[src/rtl/axi_lite_mem_responder.sv]
// -----------------------------------------------------------------------------
// axi_lite_mem_responder
//
// AXI4-Lite slave memory model. Terminates a traffic generator's master port,
// answers every write with BRESP and every read with RDATA/RRESP, and keeps
// saturating counters of completed writes, reads and SLVERR responses.
//
// Storage is MEM_DEPTH 32-bit words starting at byte address 0. Any address at
// or above MEM_DEPTH*4 is answered with SLVERR; such writes are dropped and
// such reads return zero. addr[1:0] is ignored.
//
// Optional build macro:
//   AXI_RESP_STALL_EN - a 16-bit Fibonacci LFSR (taps 16,14,13,11), seeded
//                       with STALL_SEED on reset, forces AWREADY, WREADY and
//                       ARREADY low on every cycle where LFSR[0] is 1.
//                       Undefined by default: no LFSR is built.
//
// Ports:
//   S_AXI_ACLK, S_AXI_ARESETN     clock; synchronous active-low reset
//   S_AXI_AW* / S_AXI_W*          write address / write data channels
//   S_AXI_B*                      write response channel
//   S_AXI_AR* / S_AXI_R*          read address / read data channels
//   WR_COUNT, RD_COUNT            completed B / R handshakes (saturating)
//   ERR_COUNT                     SLVERR responses handed over (saturating)
// -----------------------------------------------------------------------------
module axi_lite_mem_responder #(
  parameter int          C_S_AXI_DATA_WIDTH = 32,
  parameter int          C_S_AXI_ADDR_WIDTH = 32,
  parameter int          MEM_DEPTH          = 64,
  parameter logic [15:0] STALL_SEED         = 16'hACE1
) (
  input  logic                            S_AXI_ACLK,
  input  logic                            S_AXI_ARESETN,
  input  logic [C_S_AXI_ADDR_WIDTH-1:0]   S_AXI_AWADDR,
  input  logic [2:0]                      S_AXI_AWPROT,
  input  logic                            S_AXI_AWVALID,
  output logic                            S_AXI_AWREADY,
  input  logic [C_S_AXI_DATA_WIDTH-1:0]   S_AXI_WDATA,
  input  logic [C_S_AXI_DATA_WIDTH/8-1:0] S_AXI_WSTRB,
  input  logic                            S_AXI_WVALID,
  output logic                            S_AXI_WREADY,
  output logic [1:0]                      S_AXI_BRESP,
  output logic                            S_AXI_BVALID,
  input  logic                            S_AXI_BREADY,
  input  logic [C_S_AXI_ADDR_WIDTH-1:0]   S_AXI_ARADDR,
  input  logic [2:0]                      S_AXI_ARPROT,
  input  logic                            S_AXI_ARVALID,
  output logic                            S_AXI_ARREADY,
  output logic [C_S_AXI_DATA_WIDTH-1:0]   S_AXI_RDATA,
  output logic [1:0]                      S_AXI_RRESP,
  output logic                            S_AXI_RVALID,
  input  logic                            S_AXI_RREADY,
  output logic [15:0]                     WR_COUNT,
  output logic [15:0]                     RD_COUNT,
  output logic [15:0]                     ERR_COUNT
);

  localparam int STRB_W = C_S_AXI_DATA_WIDTH / 8;
  localparam int IDX_W  = $clog2(MEM_DEPTH);
  localparam logic [C_S_AXI_ADDR_WIDTH-1:0] MEM_BYTES =
    C_S_AXI_ADDR_WIDTH'(MEM_DEPTH * 4);
  localparam logic [1:0] RESP_OKAY   = 2'b00;
  localparam logic [1:0] RESP_SLVERR = 2'b10;

  // Zero at configuration time; reset never touches the array.
  logic [C_S_AXI_DATA_WIDTH-1:0] mem_q [MEM_DEPTH] = '{default: '0};

  logic                          ready_en_q;
  logic                          aw_held_q,  aw_held_d;
  logic [C_S_AXI_ADDR_WIDTH-1:0] aw_addr_q,  aw_addr_d;
  logic                          w_held_q,   w_held_d;
  logic [C_S_AXI_DATA_WIDTH-1:0] w_data_q,   w_data_d;
  logic [STRB_W-1:0]             w_strb_q,   w_strb_d;
  logic                          bvalid_q,   bvalid_d;
  logic [1:0]                    bresp_q,    bresp_d;
  logic                          rvalid_q,   rvalid_d;
  logic [1:0]                    rresp_q,    rresp_d;
  logic [C_S_AXI_DATA_WIDTH-1:0] rdata_q,    rdata_d;
  logic [15:0]                   wr_cnt_q,   wr_cnt_d;
  logic [15:0]                   rd_cnt_q,   rd_cnt_d;
  logic [15:0]                   err_cnt_q,  err_cnt_d;

  logic                          stall;
  logic                          awready, wready, arready;
  logic                          aw_hs, w_hs, b_hs, ar_hs, r_hs;
  logic                          commit;
  logic [C_S_AXI_ADDR_WIDTH-1:0] wr_addr;
  logic [C_S_AXI_DATA_WIDTH-1:0] wr_data;
  logic [STRB_W-1:0]             wr_strb;
  logic                          wr_in_range, rd_in_range;
  logic [IDX_W-1:0]              wr_idx, rd_idx;
  logic [1:0]                    err_inc;

  // ---------------------------------------------------------------------------
  // Optional backpressure generator
  // ---------------------------------------------------------------------------
`ifdef AXI_RESP_STALL_EN
  logic [15:0] lfsr_q;
  logic        lfsr_fb;

  assign lfsr_fb = lfsr_q[15] ^ lfsr_q[13] ^ lfsr_q[12] ^ lfsr_q[10];

  always_ff @(posedge S_AXI_ACLK) begin
    if (!S_AXI_ARESETN) lfsr_q <= STALL_SEED;
    else                lfsr_q <= {lfsr_q[14:0], lfsr_fb};
  end

  assign stall = lfsr_q[0];
`else
  logic [15:0] unused_seed;
  assign unused_seed = STALL_SEED;
  assign stall       = 1'b0;
`endif

  logic unused_prot;
  assign unused_prot = ^{S_AXI_AWPROT, S_AXI_ARPROT};

  // ---------------------------------------------------------------------------
  // Handshakes and decode
  // ---------------------------------------------------------------------------
  // READY is held low during reset and for the release cycle itself; it comes
  // up from the first edge that sees S_AXI_ARESETN high.
  assign awready = S_AXI_ARESETN && ready_en_q && !stall && !aw_held_q && !bvalid_q;
  assign wready  = S_AXI_ARESETN && ready_en_q && !stall && !w_held_q  && !bvalid_q;
  assign arready = S_AXI_ARESETN && ready_en_q && !stall && !rvalid_q;

  assign aw_hs = S_AXI_AWVALID && awready;
  assign w_hs  = S_AXI_WVALID  && wready;
  assign b_hs  = bvalid_q && S_AXI_BREADY;
  assign ar_hs = S_AXI_ARVALID && arready;
  assign r_hs  = rvalid_q && S_AXI_RREADY;

  // Holding registers bypass: a channel accepted this cycle counts as held, so
  // AW and W arriving together commit in their handshake cycle.
  assign wr_addr = aw_held_q ? aw_addr_q : S_AXI_AWADDR;
  assign wr_data = w_held_q  ? w_data_q  : S_AXI_WDATA;
  assign wr_strb = w_held_q  ? w_strb_q  : S_AXI_WSTRB;
  assign commit  = (aw_held_q || aw_hs) && (w_held_q || w_hs);

  assign wr_in_range = (wr_addr < MEM_BYTES);
  assign rd_in_range = (S_AXI_ARADDR < MEM_BYTES);
  assign wr_idx      = wr_addr[IDX_W+1:2];
  assign rd_idx      = S_AXI_ARADDR[IDX_W+1:2];

  assign err_inc = {1'b0, b_hs && (bresp_q == RESP_SLVERR)}
                 + {1'b0, r_hs && (rresp_q == RESP_SLVERR)};

  function automatic logic [15:0] sat_add(input logic [15:0] cnt,
                                          input logic [1:0]  inc);
    logic [16:0] sum;
    sum = {1'b0, cnt} + {15'd0, inc};
    return sum[16] ? 16'hFFFF : sum[15:0];
  endfunction

  // ---------------------------------------------------------------------------
  // Next-state logic
  // ---------------------------------------------------------------------------
  // NOTE: every _d gets its hold value first so no path through this block can
  // leave a signal unassigned and infer a latch.
  always_comb begin
    aw_held_d = aw_held_q;
    aw_addr_d = aw_addr_q;
    w_held_d  = w_held_q;
    w_data_d  = w_data_q;
    w_strb_d  = w_strb_q;
    bvalid_d  = bvalid_q;
    bresp_d   = bresp_q;
    rvalid_d  = rvalid_q;
    rresp_d   = rresp_q;
    rdata_d   = rdata_q;

    if (aw_hs) begin
      aw_held_d = 1'b1;
      aw_addr_d = S_AXI_AWADDR;
    end
    if (w_hs) begin
      w_held_d = 1'b1;
      w_data_d = S_AXI_WDATA;
      w_strb_d = S_AXI_WSTRB;
    end

    if (b_hs) bvalid_d = 1'b0;
    if (commit) begin
      aw_held_d = 1'b0;
      w_held_d  = 1'b0;
      bvalid_d  = 1'b1;
      bresp_d   = wr_in_range ? RESP_OKAY : RESP_SLVERR;
    end

    if (r_hs) rvalid_d = 1'b0;
    if (ar_hs) begin
      // mem_q still holds pre-commit contents this cycle: read-before-write.
      rvalid_d = 1'b1;
      rresp_d  = rd_in_range ? RESP_OKAY : RESP_SLVERR;
      rdata_d  = rd_in_range ? mem_q[rd_idx] : '0;
    end

    wr_cnt_d  = sat_add(wr_cnt_q,  {1'b0, b_hs});
    rd_cnt_d  = sat_add(rd_cnt_q,  {1'b0, r_hs});
    err_cnt_d = sat_add(err_cnt_q, err_inc);
  end

  // ---------------------------------------------------------------------------
  // State registers
  // ---------------------------------------------------------------------------
  // NOTE: sequential state uses non-blocking assignments so every register
  // samples pre-edge values regardless of block ordering.
  always_ff @(posedge S_AXI_ACLK) begin
    if (!S_AXI_ARESETN) begin
      ready_en_q <= 1'b0;
      aw_held_q  <= 1'b0;
      aw_addr_q  <= '0;
      w_held_q   <= 1'b0;
      w_data_q   <= '0;
      w_strb_q   <= '0;
      bvalid_q   <= 1'b0;
      bresp_q    <= RESP_OKAY;
      rvalid_q   <= 1'b0;
      rresp_q    <= RESP_OKAY;
      rdata_q    <= '0;
      wr_cnt_q   <= '0;
      rd_cnt_q   <= '0;
      err_cnt_q  <= '0;
    end else begin
      ready_en_q <= 1'b1;
      aw_held_q  <= aw_held_d;
      aw_addr_q  <= aw_addr_d;
      w_held_q   <= w_held_d;
      w_data_q   <= w_data_d;
      w_strb_q   <= w_strb_d;
      bvalid_q   <= bvalid_d;
      bresp_q    <= bresp_d;
      rvalid_q   <= rvalid_d;
      rresp_q    <= rresp_d;
      rdata_q    <= rdata_d;
      wr_cnt_q   <= wr_cnt_d;
      rd_cnt_q   <= rd_cnt_d;
      err_cnt_q  <= err_cnt_d;
    end
  end

  // NOTE: the storage array has no reset branch; its contents must survive a
  // bus reset, and leaving it out keeps it mappable onto block RAM.
  always_ff @(posedge S_AXI_ACLK) begin
    if (commit && wr_in_range) begin
      for (int b = 0; b < STRB_W; b++) begin
        if (wr_strb[b]) mem_q[wr_idx][8*b +: 8] <= wr_data[8*b +: 8];
      end
    end
  end

  // ---------------------------------------------------------------------------
  // Outputs
  // ---------------------------------------------------------------------------
  assign S_AXI_AWREADY = awready;
  assign S_AXI_WREADY  = wready;
  assign S_AXI_ARREADY = arready;
  assign S_AXI_BVALID  = bvalid_q;
  assign S_AXI_BRESP   = bresp_q;
  assign S_AXI_RVALID  = rvalid_q;
  assign S_AXI_RRESP   = rresp_q;
  assign S_AXI_RDATA   = rdata_q;
  assign WR_COUNT      = wr_cnt_q;
  assign RD_COUNT      = rd_cnt_q;
  assign ERR_COUNT     = err_cnt_q;

endmodule

[config.mk]
export PLATFORM = sky130hd
export DESIGN_NAME = axi_lite_mem_responder
export DESIGN_NICKNAME = d
export VERILOG_FILES = /design/src/rtl/axi_lite_mem_responder.sv
export SDC_FILE = /design/constraint.sdc
export NUM_CORES = 2
export LEC_CHECK = 0
export CORE_AREA = 2 2 419 421
export CTS_CLUSTER_SIZE = 20
export DETAILED_ROUTE_END_ITERATION = 16
export DIE_AREA = 0 0 421 423
export GPL_TIMING_DRIVEN = 0
export PLACE_DENSITY = 0.66
export SLEW_MARGIN = 40
export SYNTH_ARGS = -nofsm -noshare
export SYNTH_HDL_FRONTEND = slang
export SYNTH_SLANG_ARGS = --single-unit
[constraint.sdc]
create_clock -name S_AXI_ACLK -period 7.14 [get_ports S_AXI_ACLK]
set_clock_uncertainty 0.05 [all_clocks]
set_input_delay 0.714 -clock S_AXI_ACLK [delete_from_list [all_inputs] [get_ports S_AXI_ACLK]]
set_output_delay 0.714 -clock S_AXI_ACLK [all_outputs]
set_load 0.01 [all_outputs]
==> results.sh <==
export IMPL_start_kind="register"
export IMPL_first_global_vias=46800
export IMPL_vias=49300
export IMPL_timing_hold_ws_ns=0.255
export IMPL_multiInputGateArea_um2=21100
export IMPL_syn_cell_area_um2=86500
export IMPL_yosys_register_bits=2201
export IMPL_initial_utilization=0.499
export IMPL_max_slew_margin_rel=0.284
export IMPL_postSynth_asyncResetShare=0
export IMPL_final_fill_count=12800
export IMPL_synth_sequential_area_ratio=0.747
export IMPL_status="finished, final reports clean"
export IMPL_post_synth_most_frequent_cells="2048 x edfxtp_1, 491 x mux4_2, 329 x nor2_1"
export IMPL_reg2reg_setup_slack_ns=2.81
export IMPL_post_cts_buffers=0
export IMPL_hold_buffer_count_at_cts=0
export IMPL_die_x_um=421
export IMPL_critPathRequiredTime_ns=7.57
export IMPL_rows=153
export IMPL_synth_edf_count=2048
export IMPL_fin_cells=7336
export IMPL_synth_area_per_cell_um2=19.7
export IMPL_post_drt_wl_per_cell_um=41.9
export IMPL_core_region_area_um2=173000
export IMPL_max_cap_viol_count=0
export IMPL_totalWireLength_um=308000
export IMPL_yosys_top_cells_area="edfxtp_1 71%, mux4_2 13%, dfxtp_1 3.5%, mux2i_1 1.8%, nor2_1 1.4%"
export IMPL_gr_total_overflow=0
export IMPL_power_leakage_uw=0.0311
export IMPL_grt_util_all_layers=0.344
export IMPL_cellInternalPower_uw=21200
export IMPL_grt_antenna_before_repair=21
export IMPL_clk_transition_reported_paths_ns=0.06
export IMPL_io_pins=202
export IMPL_worst_pin_slew_ns=1.06
export IMPL_swShare=0.230
export IMPL_final_period_utilization=0.606
export IMPL_end_kind="register"
export IMPL_clock_power_share=0.419
export IMPL_synth_largest_area_cell="edfxtp_1"
export IMPL_grt_pass1_wl_um=407000
export IMPL_timing_final_crit_period_ns=4.33
export IMPL_area_growth_pct=15.1
export IMPL_timing_final_max_slew_violations=0
export IMPL_power_share_sequential=0.516
export IMPL_first_pass_iters=8
export IMPL_seqCellArea_um2=64600
export IMPL_ir_drop_mv=0.312
export IMPL_finalWeightedCongestion=1.02
export IMPL_cts_repair_resized=0
export IMPL_postRouteAntennaNets=0
export IMPL_synth_warnings=0
export IMPL_setup_worst_path_class="register to register"
export IMPL_hold_path_class="input port to register"
export IMPL_cts_sinks=2201
export IMPL_p_sw_uw=6310
export IMPL_setup_repair_after_global_routing_missed_its_margin="false"
export IMPL_top_count_cell_post_synth="edfxtp_1"
export IMPL_htree_levels=4
export IMPL_final_hold_violation_count=0
export IMPL_clock_latency_ns=0.90
export IMPL_final_layout_size_suffix_gt1_frac=0.273
export IMPL_ys_dominant_reg_cell="edfxtp_1"
export IMPL_synthDistinctLibCells=79
export IMPL_synthCells=4383
export IMPL_vias_per_cell=6.72
export IMPL_clk_tree_root_cell="clkbuf_16"
export IMPL_clock_buffers_created_by_tritoncts=214
export IMPL_p_comb_frac=0.065
export IMPL_postLayoutCoreUtil=0.574
export IMPL_finalSetupViolations=0
export IMPL_worst_ep_arrival_time_ns=4.76
export IMPL_areal_power_density_over_the_cells_nw_per_um2=276
export IMPL_grt_max_degree=65
export IMPL_setup_tns_final_ns=0
export IMPL_fmaxAchievable_ghz=0.231
export IMPL_drt_iter0_drc=8442
export IMPL_cts_tree="yes"
export IMPL_route_detailed_drc=0
export IMPL_cts_path_max_buffers=3
export IMPL_nNetsFinal=4926
export IMPL_die_height_um=423
export IMPL_synth_top_area_share=0.711
export IMPL_detailed_place_hpwl_um=204000
export IMPL_path_max_fanout=10
export IMPL_floorplan_die_area_um2=178000
export IMPL_numPortBuffers=185
export IMPL_numPlacedInstances=6916
## power groups by stage
stage,Sequential (µW),Combinational (µW),Clock (µW)
after floorplan,14500,832,0
after global placement,14500,1640,0
after detailed placement,14500,1690,0
after CTS,14200,1700,11400
after global routing,14200,1770,12000
final,14200,1770,11500
## path summary, 6_finish.rpt
kind	from	end	depth (start not counted)
setup reg to reg	aw_held_q	mem_q[35][6]	6
hold / removal	S_AXI_ARESETN	ready_en_q	1
hold reg to reg	w_strb_q[3]	w_strb_q[3]	2
setup / recovery	aw_held_q	mem_q[35][6]	6
## routing by layer
metal | wire length [µm] | global-route usage | up-vias
met5 | 54 | 0 | -
met3 | 43700 | 0.132 | 859
met4 | 21700 | 0.210 | 8
met2 | 136000 | 0.506 | 4067
met1 | 106000 | 0.432 | 25600
li1 | - | - | 18800
## worst max-delay path: stages, from the launching register on
cell	delay [ns]
dfxtp_1	0.42
clkbuf_1	0.50
clkbuf_1	0.41
a32oi_1	0.39
nor2_1	0.68
nand2_1	0.63
nor2_1	0.83
## final cells by class
type / instances / area share
antenna: 15 / 0.000377
buffer: 242 / 0.0161
clock buffer: 289 / 0.0589
clock inverter: 116 / 0.0119
inverter: 16 / 0.000604
multi-input combinational: 1925 / 0.213
sequential: 2201 / 0.649
tap: 2325 / 0.0292
timing repair buffer: 207 / 0.0216
## registers in the layout (all words and copies together), names as in the netlist
name          cells
ERR_COUNT        16
RD_COUNT         16
S_AXI_BRESP       1
S_AXI_BVALID      1
S_AXI_RDATA      32
S_AXI_RRESP       1
S_AXI_RVALID      1
WR_COUNT         16
aw_addr_q        30
aw_held_q         1
mem_q          2048
ready_en_q        1
w_data_q         32
w_held_q          1
w_strb_q          4
## stage by stage
| step | instance area, µm² | worst slack, ns | total power, µW |
|---|---|---|---|
| 2_1_floorplan | 86500 | 4.21 | 15300 |
| 3_3_place_gp | 91200 | 1.42 | 16100 |
| 3_5_place_dp | 92300 | 2.10 | 16200 |
| 4_1_cts | 99400 | 2.96 | 27300 |
| 5_1_grt | 99500 | 2.76 | 27900 |
| 6_report | 99500 | 2.81 | 27500 |
## logic make-up after synthesis
| logic type | synth area share |
|---|---|
| fa+ha+maj | 0.000955 |
| xor+xnor | 0.00294 |
| flops | 0.747 |
| other cells | 0.0000434 |
| buf+inv | 0.0183 |
| simple gates | 0.0401 |
| mux | 0.166 |
| compound gates | 0.0247 |
## layout by cell type, fill, tap and decap left out, drive strengths merged, types with 9 or more instances in the layout
cell / instances
nand4: 9
nor3: 13
mux4: 528
clkbuf: 381
nor2b: 16
clkinv: 81
nor2: 329
nand2: 316
a21oi: 128
xnor2: 15
mux2: 69
a32oi: 23
buf: 172
nand2b: 12
a211oi: 11
and3: 15
nand3: 35
o2111ai: 10
diode: 15
edfxtp: 2048
o22ai: 21
a221oi: 12
a22oi: 13
clkinvlp: 13
bufinv: 19
nor4: 25
dfxtp: 153
and2: 9
xor2: 14
o21ai: 28
clkdlybuf4s50: 185
inv: 19
o211ai: 13
mux2i: 157
No activity file was read; power rests on OpenSTA's default activity.
